$ cat src/rtl/gf_table_builder_if.sv
// Control and lookup bundle for gf_table_builder.
// start is a one-cycle pulse with no backpressure: the builder captures m/prim_poly on it and ignores it while busy.
interface gf_table_builder_if;
  logic       start;
  logic [2:0] m;
  logic [4:0] prim_poly;
  logic       busy;
  logic       ready;
  logic       err;
  logic [3:0] lk_exp_in;
  logic [3:0] lk_vec_out;
  logic [3:0] lk_vec_in;
  logic [3:0] lk_exp_out;

  modport master (
    output start, m, prim_poly, lk_exp_in, lk_vec_in,
    input  busy, ready, err, lk_vec_out, lk_exp_out
  );

  modport slave (
    input  start, m, prim_poly, lk_exp_in, lk_vec_in,
    output busy, ready, err, lk_vec_out, lk_exp_out
  );
endinterface

$ cat src/rtl/gf_table_builder.sv
// Builds exponent->vector and vector->exponent tables for GF(2^3)/GF(2^4) by stepping an LFSR,
// then serves both lookups with one registered cycle of latency.
module gf_table_builder (
  input  logic              clk,
  input  logic              rst_n,
  gf_table_builder_if.slave bus,
  output logic [1:0]        dbg_state
);

  typedef enum logic [1:0] {S_IDLE, S_BUILD, S_READY, S_ERR} state_t;

  state_t     state_q, state_d;
  logic       m4_q, m4_d;
  logic [3:0] poly_q, poly_d;
  logic [3:0] s_q, s_d;
  logic [3:0] k_q, k_d;
  logic [3:0] exp_tab [16];
  logic [3:0] log_tab [16];
  logic       tab_we;
  logic [3:0] tab_k, tab_vec;
  logic       legal;
  logic [3:0] s_shift, s_next, rev_s, k_last;
  logic       s_msb;
  logic       rdy, exp_ok, vec_ok;

  // Element encoding puts x^0 in the top bit of the M-bit field.
  assign rev_s   = m4_q ? {s_q[0], s_q[1], s_q[2], s_q[3]} : {1'b0, s_q[0], s_q[1], s_q[2]};
  assign s_shift = m4_q ? {s_q[2:0], 1'b0} : {1'b0, s_q[1:0], 1'b0};
  assign s_msb   = m4_q ? s_q[3] : s_q[2];
  assign s_next  = s_shift ^ (s_msb ? poly_q : 4'd0);
  assign k_last  = m4_q ? 4'd15 : 4'd7;

  assign legal = ((bus.m == 3'd3) && bus.prim_poly[3] && bus.prim_poly[0] && !bus.prim_poly[4]) ||
                 ((bus.m == 3'd4) && bus.prim_poly[4] && bus.prim_poly[0]);

  always_comb begin
    state_d = state_q;
    m4_d    = m4_q;
    poly_d  = poly_q;
    s_d     = s_q;
    k_d     = k_q;
    tab_we  = 1'b0;
    tab_k   = k_q;
    tab_vec = rev_s;
    case (state_q)
      S_BUILD: begin
        tab_we = 1'b1;
        k_d    = k_q + 4'd1;
        s_d    = s_next;
        // Returning to 1 before the last code means the period is short: not primitive.
        if (k_q == k_last)        state_d = (s_next == 4'd1) ? S_READY : S_ERR;
        else if (s_next == 4'd1)  state_d = S_ERR;
      end
      default: begin
        if (bus.start) begin
          m4_d   = (bus.m == 3'd4);
          poly_d = (bus.m == 3'd4) ? bus.prim_poly[3:0] : {1'b0, bus.prim_poly[2:0]};
          if (legal) begin
            state_d = S_BUILD;
            s_d     = 4'd1;
            k_d     = 4'd1;
            tab_we  = 1'b1;
            tab_k   = 4'd0;
            tab_vec = 4'd0;
          end else begin
            state_d = S_ERR;
          end
        end
      end
    endcase
  end

  always_ff @(posedge clk) begin
    if (!rst_n) begin
      state_q <= S_IDLE;
      m4_q    <= 1'b0;
      poly_q  <= 4'd0;
      s_q     <= 4'd0;
      k_q     <= 4'd0;
    end else begin
      state_q <= state_d;
      m4_q    <= m4_d;
      poly_q  <= poly_d;
      s_q     <= s_d;
      k_q     <= k_d;
    end
  end

  // Table storage carries no reset; contents are only observable once READY.
  always_ff @(posedge clk) begin
    if (rst_n && tab_we) begin
      exp_tab[tab_k]   <= tab_vec;
      log_tab[tab_vec] <= tab_k;
    end
  end

  assign rdy    = (state_q == S_READY);
  assign exp_ok = rdy && (m4_q || !bus.lk_exp_in[3]);
  assign vec_ok = rdy && (m4_q || !bus.lk_vec_in[3]);

  always_ff @(posedge clk) begin
    if (!rst_n) begin
      bus.lk_vec_out <= 4'd0;
      bus.lk_exp_out <= 4'd0;
    end else begin
      bus.lk_vec_out <= exp_ok ? exp_tab[bus.lk_exp_in] : 4'd0;
      bus.lk_exp_out <= vec_ok ? log_tab[bus.lk_vec_in] : 4'd0;
    end
  end

  assign bus.busy  = (state_q == S_BUILD);
  assign bus.ready = rdy;
  assign bus.err   = (state_q == S_ERR);
  assign dbg_state = state_q;

endmodule

$ cat src/flat_wrapper.sv
// flat-port wrapper written by rule: the top's interface ports become plain ports
module gf_table_builder_flat 
  (clk, rst_n, dbg_state, bus_start, bus_m, bus_prim_poly, bus_lk_exp_in, bus_lk_vec_in, bus_busy, bus_ready, bus_err, bus_lk_vec_out, bus_lk_exp_out);
  gf_table_builder_if bus_i ();
  input  logic clk;
  input  logic rst_n;
  output logic [1:0] dbg_state;
  input wire logic [$bits(bus_i.start)-1:0] bus_start;
  input wire logic [$bits(bus_i.m)-1:0] bus_m;
  input wire logic [$bits(bus_i.prim_poly)-1:0] bus_prim_poly;
  input wire logic [$bits(bus_i.lk_exp_in)-1:0] bus_lk_exp_in;
  input wire logic [$bits(bus_i.lk_vec_in)-1:0] bus_lk_vec_in;
  output wire logic [$bits(bus_i.busy)-1:0] bus_busy;
  output wire logic [$bits(bus_i.ready)-1:0] bus_ready;
  output wire logic [$bits(bus_i.err)-1:0] bus_err;
  output wire logic [$bits(bus_i.lk_vec_out)-1:0] bus_lk_vec_out;
  output wire logic [$bits(bus_i.lk_exp_out)-1:0] bus_lk_exp_out;
  assign bus_i.start = bus_start;
  assign bus_i.m = bus_m;
  assign bus_i.prim_poly = bus_prim_poly;
  assign bus_i.lk_exp_in = bus_lk_exp_in;
  assign bus_i.lk_vec_in = bus_lk_vec_in;
  assign bus_busy = bus_i.busy;
  assign bus_ready = bus_i.ready;
  assign bus_err = bus_i.err;
  assign bus_lk_vec_out = bus_i.lk_vec_out;
  assign bus_lk_exp_out = bus_i.lk_exp_out;
  gf_table_builder u_core (.clk(clk), .rst_n(rst_n), .bus(bus_i), .dbg_state(dbg_state));
endmodule
$ cat config.mk
export PLATFORM = sky130hd
export DESIGN_NAME = gf_table_builder_flat
export DESIGN_NICKNAME = d
export VERILOG_FILES = /design/src/rtl/gf_table_builder_if.sv /design/src/rtl/gf_table_builder.sv /design/src/flat_wrapper.sv
export SDC_FILE = /design/constraint.sdc
export NUM_CORES = 1
export LEC_CHECK = 0
export BUFFER_PORTS_ARGS = -buffer_cell sky130_fd_sc_hd__buf_4
export CORE_AREA = 3 3 107 109
export DETAILED_ROUTE_END_ITERATION = 7
export DIE_AREA = 0 0 110 112
export GPL_TIMING_DRIVEN = 0
export PLACE_DENSITY = 0.82
export SYNTH_ARGS = -nofsm -noshare
export SYNTH_HDL_FRONTEND = slang
export SYNTH_SLANG_ARGS = --single-unit
$ cat constraint.sdc
create_clock -name clk -period 2.5 [get_ports clk]
set_input_delay 0 -clock clk [delete_from_list [all_inputs] [get_ports clk]]
set_output_delay 0 -clock clk [all_outputs]
set_load 0.005 [all_outputs]
After elaboration in Yosys (flattened, before gate mapping)
Memories as Yosys holds them, arrays and structs flattened. A register that Yosys moved wholly into a read port is not among the register bits.
Cells that the tools add are included.
- RAM bits: 128
- logic and storage cells: 68
- memories: 2
- register bits: 15
- output and inout port bits: 13
- eq/ne operators: 8
- $add $sub $neg: 1
- reductions and logical operators: 23
- bitwise operators: 2
- mux-type cells: 27
- memories (memory ; words ; width ; read ports ; clocked after Yosys merged registers in ; wr ports ; RTL line ; source):
    u_core.exp_tab ; 16 ; 4 ; 1 ; 1 ; 1 ; gf_table_builder.sv:17 ; logic [3:0] exp_tab [16];
    u_core.log_tab ; 16 ; 4 ; 1 ; 1 ; 1 ; gf_table_builder.sv:18 ; logic [3:0] log_tab [16];
- operator list (cell ; number):
    $mux 4 ; 15
    $mux 2 ; 5
    $reduce_and 2->1 ; 5
    $logic_and 1x1->1 ; 8
    $mux 1 ; 7
    $logic_not 1->1 ; 5
    $add 4x1->4 const B ; 1
    $eq 2x2->1 const B ; 2
    $eq 4x1->1 const B ; 1
    $eq 4x4->1 ; 1
    $reduce_bool 2->1 ; 2
    $xor 4x4->4 ; 1
    $eq 3x2->1 const B ; 1
    $eq 3x3->1 const B ; 1
    $logic_or 1x1->1 ; 3
    $ne 3x1->1 const B ; 1
    $eq 2x1->1 const B ; 1
    $not 1->1 ; 1

Logic depth before layout (Yosys ltp)
- word-level depth: 11
- gate-level depth with buffers: 7
- gate-level depth less buffers: 5

Worst setup path before layout
No wires, ideal clock.
- kind: reg-to-reg
- start point: reg u_core.state_q[0], in the netlist u_core.dbg_state[0]
- end point: mem u_core.log_tab[13][0] (enable)
- stages on the path, launching flop included: 8
- required time: 2.123 ns
- slack: 0.569 ns
- path buffers: 2
- arrival time: 1.554 ns
- cells stage by stage: dfxtp_1 > nand2b_1 > buf_6 > inv_4 > and2_4 > buf_6 > nand4_1 > nor4_1
- cells in the longest elaborated chain, start to end: 5
- elaborated cells on any way between the ends: 6
- RTL lines (item ; RTL line ; source):
    start: declaration ; gf_table_builder.sv:12 ; state_t state_q, state_d;
    start signal: assignment ; gf_table_builder.sv:81 ; state_q <= state_d;
    $eq 2x1->1 * ; -- ;
    via bus_busy ; flat_wrapper.sv:13 ; output wire logic [$bits(bus_i.busy)-1:0] bus_busy;
    $mux 1 ; gf_table_builder.sv:45 ; case (state_q)
    $logic_and 1x1->1 ; gf_table_builder.sv:91 ; if (rst_n && tab_we) begin
    $mux 1 ; gf_table_builder.sv:91 ;
    $mux 1 (not written as such) ; gf_table_builder.sv:93 ; log_tab[tab_vec] <= tab_k;
    end: declaration ; gf_table_builder.sv:18 ;
Mark *: on every way through the listed nets, which the timed path passes. The rest lies on a longest branch.

Worst setup path after layout
- start point: reg u_core.state_q[0], in the netlist u_core.dbg_state[0]
- end point: mem u_core.log_tab[13][2] (enable)
- cells in the longest elaborated chain, start to end: 5
- elaborated cells on any way between the ends: 6
- RTL lines (item ; RTL line):
    $eq 2x1->1 * ; gf_table_builder.sv:45
    $mux 1 ; gf_table_builder.sv:45
    $logic_and 1x1->1 ; gf_table_builder.sv:91
    $mux 1 ; gf_table_builder.sv:91
    $mux 1 (not written as such) ; gf_table_builder.sv:93
Every way passes the cells marked *; elsewhere a longest branch is shown, timed or not.

==> summary.log <==
qor: worst_setup_path.critPathMaxFanout 10
qor: yosys.asyncSetResetFlopFracSynth 0%
qor: yosys.synth_fp_nets 395
qor: placement.place_hpwl 8150 um
qor: worst_setup_path.critical-path-top-delay-family simple AND/OR/NAND/NOR gates
qor: cts.tritoncts built
qor: floorplan.die_height 112 um
qor: cts.clock_sink_count 151
qor: finish.finish.cell_count_without_fillers 589
qor: worst_setup_path.worst_ep_arrival_time 2.51 ns
qor: timing.timing_hold_violations_final 0
qor: yosys.synth-compound-area-share 4.90%
qor: worst_setup_path.critPathSlowestCell sky130_fd_sc_hd__nor4_1
qor: finish.num_antenna_cells 0
qor: yosys.post_synth_xor_area_fraction 0.701%
qor: timing.setup-violations-final 0
qor: route.finalWirelength 13000 um
qor: yosys.yosysWarnings 0
qor: placement.portBuffers 25
qor: worst_setup_path.worst-endpoint-required 2.65 ns
qor: floorplan.initial_utilization 58.4%
qor: finish.layout-drive-gt1-share 25.2%
qor: yosys.mean_cell_area_of_the_mapped_netlist 16.7 sq um
qor: global_routing.grt_usage 22.9%
qor: cts.clock_insertion_delay_worst_skew 0.52 ns
qor: cts.root_buffer sky130_fd_sc_hd__clkbuf_8
qor: yosys.synth_flop_cell sky130_fd_sc_hd__edfxtp_1
qor: cts.clkSlewWorstSetupHoldPaths 0.06 ns
qor: global_routing.antenna_violations_before_repair 0
qor: timing.totalNegativeSetupSlack 0 ns
qor: finish.leading_cell_type_in_the_layout_fill_and_taps_excluded sky130_fd_sc_hd__edfxtp_1
qor: timing.worstMarginPinSlew 1.11 ns
qor: global_routing.maximum_number_of_pins_on_one_net_before_global_route_repair 17
qor: timing.maxClockFrequency 424 MHz
qor: floorplan.die_width 110 um
qor: worst_setup_path.cpPeakStageDelay 0.70 ns
qor: route.drt_iter0_markers 334
qor: finish.area_growth_syn_to_layout 19.3%
qor: route.vias_after_detailed_routing 3618
qor: floorplan.design.portCount 32
qor: cts.cts_htree_levels 4
qor: floorplan.die-area 12300 sq um
qor: yosys.muxShareOfSynthArea 14.6%
qor: placement.gpl.final_weighted_congestion 0.777
qor: route.avgRoutedWirePerCell 22.0 um
qor: yosys.gate_count_of_the_mapped_netlist 375
qor: global_routing.number_of_global_route_vias_before_repair 3684
qor: finish.final_nets 456
qor: yosys.number_of_storage_elements_in_the_synthesis_netlist 151
qor: finish.most_frequent_cells_in_the_layout sky130_fd_sc_hd__edfxtp_1 (128), sky130_fd_sc_hd__mux4_2 (30), sky130_fd_sc_hd__buf_4 (27), sky130_fd_sc_hd__nor2_1 (26), sky130_fd_sc_hd__nand2_1 (25)
qor: route.number_of_routed_nets_with_antenna_violations 0
qor: worst_setup_path.path_common_cell sky130_fd_sc_hd__buf_6
qor: route.drt-pass1-iter-count 5
qor: route.routed_via_density 6.14
qor: timing.post-route-period-util 94.3%
qor: global_routing.grt_pass1_wl 20600 um
qor: hold_path.hp-class input port to register
qor: yosys.dominant_combinational_cell_family_by_area_after_synthesis multiplexers
qor: cts.tritoncts.num_buffers 17
qor: yosys.yosys.area_share.adder 0.200%
qor: status.run_status finished clean
qor: worst_setup_path.path_class register to register
qor: cts.post-cts-setup-buffer-count 0
qor: cts.clk_path_buf_depth 2
qor: worst_setup_path.end_kind register
qor: yosys.synth.yosys.seq_area_share 68.9%
qor: timing.slew-limit-headroom 26.0%
qor: worst_setup_path.start_kind register
qor: job.drv_cap 0
qor: yosys.synth-edff-count 128
qor: timing.period_minus_slack 2.36 ns
qor: yosys.post_synth_and_or_nand_nor_area_fraction 8.13%
qor: floorplan.placement_rows 38
qor: floorplan.placeableCoreArea 10700 sq um
qor: worst_setup_path.critical_path.cell_chain nand2b_1 > buf_6 > inv_4 > and2_4 > buf_6 > nand4_1 > nor4_1
qor: placement.placed_cells 541
qor: timing.maxSlewViolCount 0
qor: pwr.power.leakage 2.55 nW
qor: pwr.cellPowerDensity 780 nW/um^2
qor: route.remaining_drc_errors 0
qor: worst_setup_path.worstPathBufferInverterCount 3
qor: timing.grt_setup_unrepaired no
qor: timing.finClkSkew 0.00599 ns
qor: pwr.peakVddDrop 0.472 mV
qor: yosys.netlist_area 6250 sq um
qor: global_routing.globalRoute.totalOverflow 0
qor: timing.finalHoldWorstSlack 0.0979 ns
qor: yosys.synth.distinct_cells 46
==> cells by family (layout without fill, tap and decap cells) <==
kind of cell / after synthesis / after routing
AOI/OAI and AO/OA: 43 / 43
xor gates and xnor gates: 5 / 5
adders and majority gates: 1 / 1
buffers and inverters: 24 / 98
DFF: 151 / 151
muxes: 50 / 50
and+or+nand+nor: 101 / 101
==> power by group <==
part	switching [mW]	total [mW]	internal [mW]
Combinational	0.148	0.281	0.134
Sequential	0.0163	2.75	2.74
Clock	0.968	2.78	1.81
Total	1.13	5.82	4.68
==> routing by layer <==
layer / track usage (%) / vias up / share of wire [%]
li1: - / 1603 / -
met1: 29.8 / 1804 / 39
met2: 36.9 / 173 / 51
met3: 6.61 / 38 / 7.2
met4: 7.90 / 0 / 2.2
met5: 0 / - / 0
==> cells in the mapped netlist, types with 5 or more instances <==
| master | number | share of area (%) |
|---|---|---|
| sky130_fd_sc_hd__o22ai_1 | 8 | 0.80 |
| sky130_fd_sc_hd__edfxtp_1 | 128 | 62 |
| sky130_fd_sc_hd__buf_6 | 7 | 1.3 |
| sky130_fd_sc_hd__buf_2 | 7 | 0.56 |
| sky130_fd_sc_hd__xnor2_1 | 5 | 0.70 |
| sky130_fd_sc_hd__mux4_2 | 30 | 11 |
| sky130_fd_sc_hd__nand2b_1 | 9 | 0.90 |
| sky130_fd_sc_hd__nand3_1 | 9 | 0.72 |
| sky130_fd_sc_hd__a21oi_1 | 8 | 0.64 |
| sky130_fd_sc_hd__mux2i_1 | 17 | 2.7 |
| sky130_fd_sc_hd__and2_1 | 8 | 0.80 |
| sky130_fd_sc_hd__a21boi_0 | 6 | 0.72 |
| sky130_fd_sc_hd__nor2_1 | 26 | 1.6 |
| sky130_fd_sc_hd__dfxtp_1 | 23 | 7.4 |
| sky130_fd_sc_hd__nand2_1 | 25 | 1.5 |
==> repair_timing <==
action | 4_1_cts | 5_1_grt
endpoints found under the hold margin | 20 | 0
gates resized for setup | 0 | 5
hold buffers | 16 | 0
setup endpoints to repair | 0 | 32
==> state kept, by name (all words and copies together), names as in the netlist <==
| register | cells |
|---|---|
| u_core.s_q | 4 |
| u_core.k_q | 4 |
| u_core.dbg_state | 2 |
| u_core.bus.lk_exp_out | 4 |
| u_core.exp_tab | 64 |
| u_core.m4_q | 1 |
| u_core.bus.lk_vec_out | 4 |
| u_core.poly_q | 4 |
| u_core.log_tab | 64 |
==> through the flow <==
step | instance area, sq um | total power [mW] | util [%] | setup WS, ns
3_5_place_dp | 6620 | 3.06 | 61.9 | 0.152
2_1_floorplan | 6250 | 2.98 | - | 0.569
4_1_cts | 7430 | 5.83 | 69.5 | 0.0651
6_report | 7450 | 5.82 | 69.7 | 0.142
3_3_place_gp | 6610 | 3.05 | 61.8 | 0.00849
5_1_grt | 7450 | 5.97 | 69.7 | 0.00791
==> cell type report <==
type,count,area (sq um)
sequential,151,4300
fill,636,3240
multi-input combinational,200,1800
clock buffer,18,418
timing repair buffer,42,358
clock inverter,14,230
tap,140,175
buffer,23,159
inverter,1,6.26
==> worst reg2reg max path, delay by kind of cell (launching register included) <==
kind | cells | cell delay [ns]
and+or+nand+nor | 4 | 1.18
DFF | 1 | 0.44
buffers and inverters | 3 | 0.36
==> final timing paths <==
check | start | endpoint | slack [ns] | cells past startpoint
setup / recovery | u_core.dbg_state[0] | u_core.log_tab[13][2] | 0.14 | 7
hold / removal | bus_lk_exp_in[1] | u_core.bus.lk_vec_out[1] | 0.1 | 4
setup reg to reg | u_core.dbg_state[0] | u_core.log_tab[13][2] | 0.14 | 7
hold reg to reg | u_core.poly_q[0] | u_core.poly_q[0] | 0.50 | 2
(Power assumes the default switching activity.)
